**config.mk**
```make
export PLATFORM = sky130hd
export DESIGN_NAME = layer_mac_scheduler
export DESIGN_NICKNAME = d
export VERILOG_FILES = /design/src/rtl/layer_pkg.sv /design/src/rtl/neuron_requant.sv /design/src/rtl/layer_mac_scheduler.sv
export SDC_FILE = /design/constraint.sdc
export NUM_CORES = 1
export LEC_CHECK = 0
export CORE_ASPECT_RATIO = 1.5
export CORE_MARGIN = 5
export CORE_UTILIZATION = 36
export DETAILED_ROUTE_END_ITERATION = 16
export GPL_ROUTABILITY_DRIVEN = 0
export GPL_TIMING_DRIVEN = 0
export HOLD_SLACK_MARGIN = 0.06
export PLACE_DENSITY_LB_ADDON = 0.2
export SYNTH_ARGS = -nofsm -noshare
export SYNTH_HDL_FRONTEND = slang
export SYNTH_SLANG_ARGS = --single-unit
```
**constraint.sdc**
```tcl
create_clock -name clk -period 8.75 [get_ports clk]
set_input_delay 1.75 -clock clk [delete_from_list [all_inputs] [get_ports clk]]
set_output_delay 1.75 -clock clk [all_outputs]
set_load 0.1 [all_outputs]
```
**src/rtl/layer_pkg.sv**
```systemverilog
`default_nettype none
// ============================================================================
// Module      : layer_pkg
// Description : Shared widths, FSM state encoding and sign-extension helper
//               for the fully-connected layer schedulers.
// Revision    : 1.0 - initial release
// ============================================================================
package layer_pkg;

    localparam int ACT_W  = 8;   // signed activation width
    localparam int WGT_W  = 8;   // signed weight width
    localparam int BIAS_W = 16;  // signed bias width
    localparam int PROD_W = 16;  // signed 8x8 product width
    localparam int ACC_W  = 23;  // accumulator, sized so NUM_IN<=64 cannot wrap
    localparam int QSHIFT = 6;   // fractional bits dropped by requantization

    typedef enum logic [2:0] {
        ST_IDLE  = 3'd0,
        ST_FETCH = 3'd1,
        ST_MAC   = 3'd2,
        ST_QUANT = 3'd3,
        ST_EMIT  = 3'd4
    } state_t;

    // Sign-extend a 16-bit value (bias or product) to accumulator width.
    function automatic logic signed [ACC_W-1:0] sext(input logic signed [15:0] x);
        return {{(ACC_W-16){x[15]}}, x};
    endfunction

endpackage
`default_nettype wire

```
**src/rtl/neuron_requant.sv**
```systemverilog
`default_nettype none
// ============================================================================
// Module      : neuron_requant
// Description : Combinational ReLU / round-half-up / saturate from the 23-bit
//               accumulator to an unsigned 0..127 activation.
// Ports       : i_acc  - signed accumulator
//               o_data - requantized activation (bit 7 always 0)
// Revision    : 1.0 - initial release
// ============================================================================
module neuron_requant
    import layer_pkg::*;
(
    input  logic signed [ACC_W-1:0] i_acc,
    output logic        [ACT_W-1:0] o_data
);

    logic [7:0] w_round;

    always_comb begin
        // 7 integer bits plus the first dropped bit as the rounding carry
        w_round = {1'b0, i_acc[QSHIFT+6:QSHIFT]} + {7'd0, i_acc[QSHIFT-1]};
        if (i_acc[ACC_W-1]) begin
            o_data = 8'd0;                       // ReLU
        end else if (|i_acc[ACC_W-2:QSHIFT+7]) begin
            o_data = 8'd127;                     // magnitude beyond 7 bits
        end else if (w_round[7]) begin
            o_data = 8'd127;                     // 127.5 rounded up to 128
        end else begin
            o_data = w_round;
        end
    end

endmodule
`default_nettype wire

```
**src/rtl/layer_mac_scheduler.sv**
```systemverilog
`default_nettype none
// ============================================================================
// Module      : layer_mac_scheduler
// Description : Steps one shared 8x8 signed MAC through NUM_NODES neurons of
//               NUM_IN inputs, fetching weights/bias from an external
//               synchronous ROM, and streams requantized results out.
// Ports       : clk, rst_n (async active-low)
//               act_we/act_addr/act_wdata - activation buffer write (idle only)
//               start                     - begin a layer pass (idle only)
//               w_addr/b_addr/rom_rd      - ROM request, data 1 cycle later
//               w_data/b_data             - ROM read data
//               out_valid/out_ready/out_idx/out_data - result stream
//               busy, done                - status
// Revision    : 1.0 - initial release
// ============================================================================
module layer_mac_scheduler
    import layer_pkg::*;
#(
    parameter int NUM_IN    = 15,
    parameter int NUM_NODES = 8
) (
    input  logic                                 clk,
    input  logic                                 rst_n,
    input  logic                                 act_we,
    input  logic [$clog2(NUM_IN)-1:0]            act_addr,
    input  logic [7:0]                           act_wdata,
    input  logic                                 start,
    output logic [$clog2(NUM_IN*NUM_NODES)-1:0]  w_addr,
    output logic [$clog2(NUM_NODES)-1:0]         b_addr,
    output logic                                 rom_rd,
    input  logic [7:0]                           w_data,
    input  logic [15:0]                          b_data,
    output logic                                 out_valid,
    input  logic                                 out_ready,
    output logic [$clog2(NUM_NODES)-1:0]         out_idx,
    output logic [7:0]                           out_data,
    output logic                                 busy,
    output logic                                 done
);

    localparam int AA_W = $clog2(NUM_IN);
    localparam int WA_W = $clog2(NUM_IN*NUM_NODES);
    localparam int NA_W = $clog2(NUM_NODES);
    localparam int K_W  = $clog2(NUM_IN+1);

    localparam logic [AA_W-1:0] ACT_LAST  = AA_W'(NUM_IN-1);
    localparam logic [K_W-1:0]  K_ONE     = K_W'(1);
    localparam logic [K_W-1:0]  K_LAST    = K_W'(NUM_IN);
    localparam logic [K_W-1:0]  K_PENULT  = K_W'(NUM_IN-1);
    localparam logic [NA_W-1:0] NODE_LAST = NA_W'(NUM_NODES-1);

    state_t                   state_q, state_d;
    logic signed [7:0]        act_q [NUM_IN];
    logic signed [7:0]        act_d [NUM_IN];
    logic signed [ACC_W-1:0]  acc_q, acc_d;
    logic [NA_W-1:0]          node_q, node_d;
    logic [K_W-1:0]           k_q, k_d;
    logic [WA_W-1:0]          w_addr_q, w_addr_d;
    logic                     rom_rd_q, rom_rd_d;
    logic                     out_valid_q, out_valid_d;
    logic [NA_W-1:0]          out_idx_q, out_idx_d;
    logic [7:0]               out_data_q, out_data_d;
    logic                     busy_q, busy_d;
    logic                     done_q, done_d;

    logic signed [PROD_W-1:0] w_prod;
    logic [AA_W-1:0]          w_act_idx;
    logic [ACT_W-1:0]         w_quant;

    neuron_requant u_requant (
        .i_acc  (acc_q),
        .o_data (w_quant)
    );

    always_comb begin
        state_d     = state_q;
        act_d       = act_q;
        acc_d       = acc_q;
        node_d      = node_q;
        k_d         = k_q;
        w_addr_d    = w_addr_q;
        rom_rd_d    = 1'b0;
        out_valid_d = out_valid_q;
        out_idx_d   = out_idx_q;
        out_data_d  = out_data_q;
        busy_d      = busy_q;
        done_d      = 1'b0;
        w_act_idx   = AA_W'(k_q - K_ONE);
        w_prod      = act_q[w_act_idx] * $signed(w_data);

        case (state_q)
            ST_IDLE: begin
                if (act_we && (act_addr <= ACT_LAST)) begin
                    act_d[act_addr] = act_wdata;
                end
                if (start) begin
                    state_d  = ST_FETCH;
                    node_d   = '0;
                    busy_d   = 1'b1;
                    rom_rd_d = 1'b1;
                    w_addr_d = '0;
                end
            end
            ST_FETCH: begin
                // Issue address k=1 while the ROM returns k=0 for the first MAC
                state_d = ST_MAC;
                k_d     = K_ONE;
                if (NUM_IN > 1) begin
                    rom_rd_d = 1'b1;
                    w_addr_d = w_addr_q + WA_W'(1);
                end
            end
            ST_MAC: begin
                if (k_q == K_ONE) begin
                    acc_d = sext(b_data) + sext(w_prod);
                end else begin
                    acc_d = acc_q + sext(w_prod);
                end
                if (k_q == K_LAST) begin
                    state_d = ST_QUANT;
                end else begin
                    k_d = k_q + K_ONE;
                    // Next cycle is k+1; it still needs a read unless it is the last
                    if (k_q != K_PENULT) begin
                        rom_rd_d = 1'b1;
                        w_addr_d = w_addr_q + WA_W'(1);
                    end
                end
            end
            ST_QUANT: begin
                out_data_d  = w_quant;
                out_idx_d   = node_q;
                out_valid_d = 1'b1;
                state_d     = ST_EMIT;
            end
            ST_EMIT: begin
                if (out_ready) begin
                    out_valid_d = 1'b0;
                    if (node_q == NODE_LAST) begin
                        state_d = ST_IDLE;
                        busy_d  = 1'b0;
                        done_d  = 1'b1;
                    end else begin
                        // Weights are laid out node-major, so the next base is +1
                        node_d   = node_q + NA_W'(1);
                        state_d  = ST_FETCH;
                        rom_rd_d = 1'b1;
                        w_addr_d = w_addr_q + WA_W'(1);
                    end
                end
            end
            default: begin
                state_d = ST_IDLE;
            end
        endcase
    end

    always_ff @(posedge clk or negedge rst_n) begin
        if (!rst_n) begin
            state_q     <= ST_IDLE;
            for (int i = 0; i < NUM_IN; i++) begin
                act_q[i] <= '0;
            end
            acc_q       <= '0;
            node_q      <= '0;
            k_q         <= '0;
            w_addr_q    <= '0;
            rom_rd_q    <= 1'b0;
            out_valid_q <= 1'b0;
            out_idx_q   <= '0;
            out_data_q  <= '0;
            busy_q      <= 1'b0;
            done_q      <= 1'b0;
        end else begin
            state_q     <= state_d;
            act_q       <= act_d;
            acc_q       <= acc_d;
            node_q      <= node_d;
            k_q         <= k_d;
            w_addr_q    <= w_addr_d;
            rom_rd_q    <= rom_rd_d;
            out_valid_q <= out_valid_d;
            out_idx_q   <= out_idx_d;
            out_data_q  <= out_data_d;
            busy_q      <= busy_d;
            done_q      <= done_d;
        end
    end

    assign w_addr    = w_addr_q;
    assign b_addr    = node_q;
    assign rom_rd    = rom_rd_q;
    assign out_valid = out_valid_q;
    assign out_idx   = out_idx_q;
    assign out_data  = out_data_q;
    assign busy      = busy_q;
    assign done      = done_q;

endmodule
`default_nettype wire

```
==> flow_summary.toml <==
[yosys]
ys_types = 69
synth-edff-count = 0
muxShareOfSynthArea_pct = 17.32
syn_inst = 1165
syn-cell-area_mm2 = 0.01240
ys_warn_count = 0
syn_nets = 1340
ys.flop_type = "dfrtp_1"
synth_xor_area_share_pct = 3.805
avgSynthCellArea_um2 = 10.64
synth_fa_ha_area_share_pct = 16.98
synthArstFlopShare_pct = 100.0
synth_seq_cells = 174
synth_top_family_by_area = "multiplexers"
synthSimpleGateAreaFrac_pct = 11.48
synth_compound_gate_area_share_pct = 10.92
ys_seq_area_share_pct = 35.12

[sta]
hold_ws_ns = 0.4823
skew_ns = 0.01128
period_minus_slack_ns = 8.302
slew_viol_final = 0
finalHoldViolCount = 0
fmax_mhz = 120.5
worst_pin_slew_ns = 0.9876
finalCritPeriodShare_pct = 94.88
relSlewSlack_pct = 33.95
worst_slack_ns = 0.4479
setup_viol = 0
rsz0062_at_grt = "no"

[route]
drt-pass1-iter-count = 4
totalWireLength_mm = 30.53
vias = 8837
drt_iter0_markers = 406
route.detailed.drc = 0
wl_per_cell_um = 17.86
via_per_inst = 5.171
postRouteAntennaNets = 0

[final_layout]
nFillCells = 3268
area_growth_pct = 18.65
postLayoutCoreUtil_pct = 43.05
multi_input_area_mm2 = 0.007747
drive_above_1_share_pct = 22.21
postLayoutCellArea_mm2 = 0.01471
register_area_mm2 = 0.004354
nNetsFinal = 1445

[placed_design]
portBuffers = 64
placed_area_mm2 = 0.01360
dp_hpwl_mm = 23.82
place_ws_ns = -1.971

[worst_setup_path]
slowest_stage = "fa_1"
path_class = "flop to flop"
start_kind = "flop"
cp.required_ns = 9.12
critPathMaxFanout = 10
critPathMostFrequentCell = "a21oi_2"
critPathMaxStageDelay_ns = 0.54
crit_arrival_ns = 8.67
endpoint_kind = "flop"

[hold_path]
worstHoldPathType = "flop to flop"

[clocking]
clkSlewWorstSetupHoldPaths_ns = 0.07
cts_sinks = 174
cts_tree = "built"
cts_root_buf = "clkbuf_16"
numCtsBuffers = 17
cts_buffer_depth = 2
cts_max_level = 4
clk_latency_ns = 0.45

[global_route]
antenna_found_initial = 2
grtUsageTotal_pct = 16.31
grt_max_degree = 119
grt_overflow_total = 0
grt_pass1_wl_mm = 49.34
grt_pass1_vias = 9328

[floorplan]
boundaryPins = 66
die_area_mm2 = 0.03832
die_h_um = 237.3
die_x_um = 161.5
core_mm2 = 0.03417
start_util_pct = 36.28
rows = 83

[run]
cap_violations = 0

[status]
status = "finished clean"
[routing by layer]
metal  track usage, %  part of all wire [%]
met1            17.21                    38
met2            31.55                    55
met3            2.602                   2.5
met4            7.062                   3.7
met5                0                 0.043
[through the flow]
stage               TNS, ns  instances
detailed placement   -15.16       1655
floorplan                 0       1165
global placement    -300.61       1654
CTS                       0       1695
finish                    0       1709
global route              0       1708
[registers in the layout, summed over array words and instances (netlist names)]
name       cells
act_q        120
acc_q         23
out_data       7
w_addr         7
k_q            4
b_addr         3
out_idx        3
state_q        3
busy           1
done           1
out_valid      1
rom_rd         1
[worst paths after layout]
path / startpoint / to / slack [ns] / cells past startpoint
worst max-delay path: k_q[0]$_DFFE_PN0P_ / acc_q[22]$_DFFE_PN0P_ / 0.45 / 37
worst min-delay path: out_data[1]$_DFFE_PN0P_ / out_data[1]$_DFFE_PN0P_ / 0.48 / 2
worst max register to register: k_q[0]$_DFFE_PN0P_ / acc_q[22]$_DFFE_PN0P_ / 0.45 / 37
worst min register to register: out_data[1]$_DFFE_PN0P_ / out_data[1]$_DFFE_PN0P_ / 0.48 / 2
max in group asynchronous: rst_n / act_q[9]$_DFFE_PN0P_ / 6.54 / 2
min in group asynchronous: rst_n / out_data[6]$_DFFE_PN0P_ / 1.23 / 1
[cell usage after synthesis, types with 4 or more instances]
cell | count | area share [%]
buf_1 | 4 | 0.12
o21bai_1 | 11 | 0.67
a21oi_1 | 53 | 2.1
clkbuf_1 | 26 | 0.79
and3_1 | 12 | 0.61
o21ai_0 | 36 | 1.5
nor2b_1 | 9 | 0.45
or3_1 | 5 | 0.25
a21o_1 | 17 | 1.0
nor3_1 | 15 | 0.61
mux2_2 | 140 | 13
nand2b_1 | 5 | 0.25
xnor2_1 | 34 | 2.4
nor2_1 | 72 | 2.2
nand3_1 | 20 | 0.81
o21ai_1 | 25 | 1.0
inv_1 | 98 | 3.0
ha_1 | 77 | 7.8
and2_1 | 48 | 2.4
dfrtp_1 | 174 | 35
o21a_1 | 8 | 0.48
fa_1 | 57 | 9.2
nor3b_1 | 8 | 0.48
buf_2 | 8 | 0.32
nand2_1 | 83 | 2.5
a31oi_1 | 11 | 0.56
mux4_2 | 24 | 4.4
xor2_1 | 18 | 1.3
o31ai_1 | 8 | 0.48
a211oi_1 | 7 | 0.42
[kinds of logic (layout without fill, tap and decap cells)]
group / Yosys count / after routing
xor gates and xnor gates: 53 / 53
other: 1 / 2
and+or+nand+nor: 290 / 290
muxes: 167 / 167
AOI/OAI and AO/OA: 207 / 207
DFF: 174 / 174
buffers and inverters: 139 / 257
adders and majority gates: 134 / 134
[timing repair]
item | in CTS | in global routing
endpoints found under the hold margin | 0 | 0
pin swaps | 9 | 20
setup endpoints to repair | 15 | 7
buffers inserted | 9 | 13
hold buffers | 0 | 0
gates resized for setup | 43 | 20
[cell type report]
type,instances,area share (%)
tap,425,3.615
antenna,1,0.01701
multi-input combinational,852,52.67
buffer,39,1.531
clock buffer,18,2.918
clock inverter,14,1.250
inverter,99,2.526
sequential,174,29.60
timing repair buffer,87,5.869
[cells in the final DEF (no fill, tap or decap), types with 4 or more instances in the layout]
cell	n
ha_1	72
mux2_2	140
nand2_1	82
nor3_1	15
nor3b_1	8
buf_2	6
o21ai_2	4
a211oi_1	7
xnor2_1	31
inv_1	96
fa_1	56
a21o_1	17
dfrtp_1	174
o21ai_1	17
a31oi_1	11
and3_1	12
clkdlybuf4s50_1	63
nand3_1	20
o31ai_1	7
a21oi_1	43
ha_4	4
and2_1	48
nor2b_1	9
o21ai_0	36
or3_1	5
a21oi_2	10
nand2b_1	5
o21ai_4	5
o21bai_1	11
mux4_2	24
clkbuf_16	17
buf_4	21
o21a_1	8
nor2_1	72
clkbuf_1	22
xor2_1	17
[critical path, delay by kind of cell (launching register included)]
family	cells	cell delay [ns]
AO/OA/AOI/OAI	17	2.86
XOR/XNOR	2	0.32
adder cells (fa/ha/maj)	7	2.74
buffers and inverters	7	0.96
flip-flops	1	0.36
multiplexers	2	0.65
AND/OR/NAND/NOR	2	0.32
Power is not shown: default switching activity piles up to over one toggle a cycle in this logic, so the estimate is an artifact.
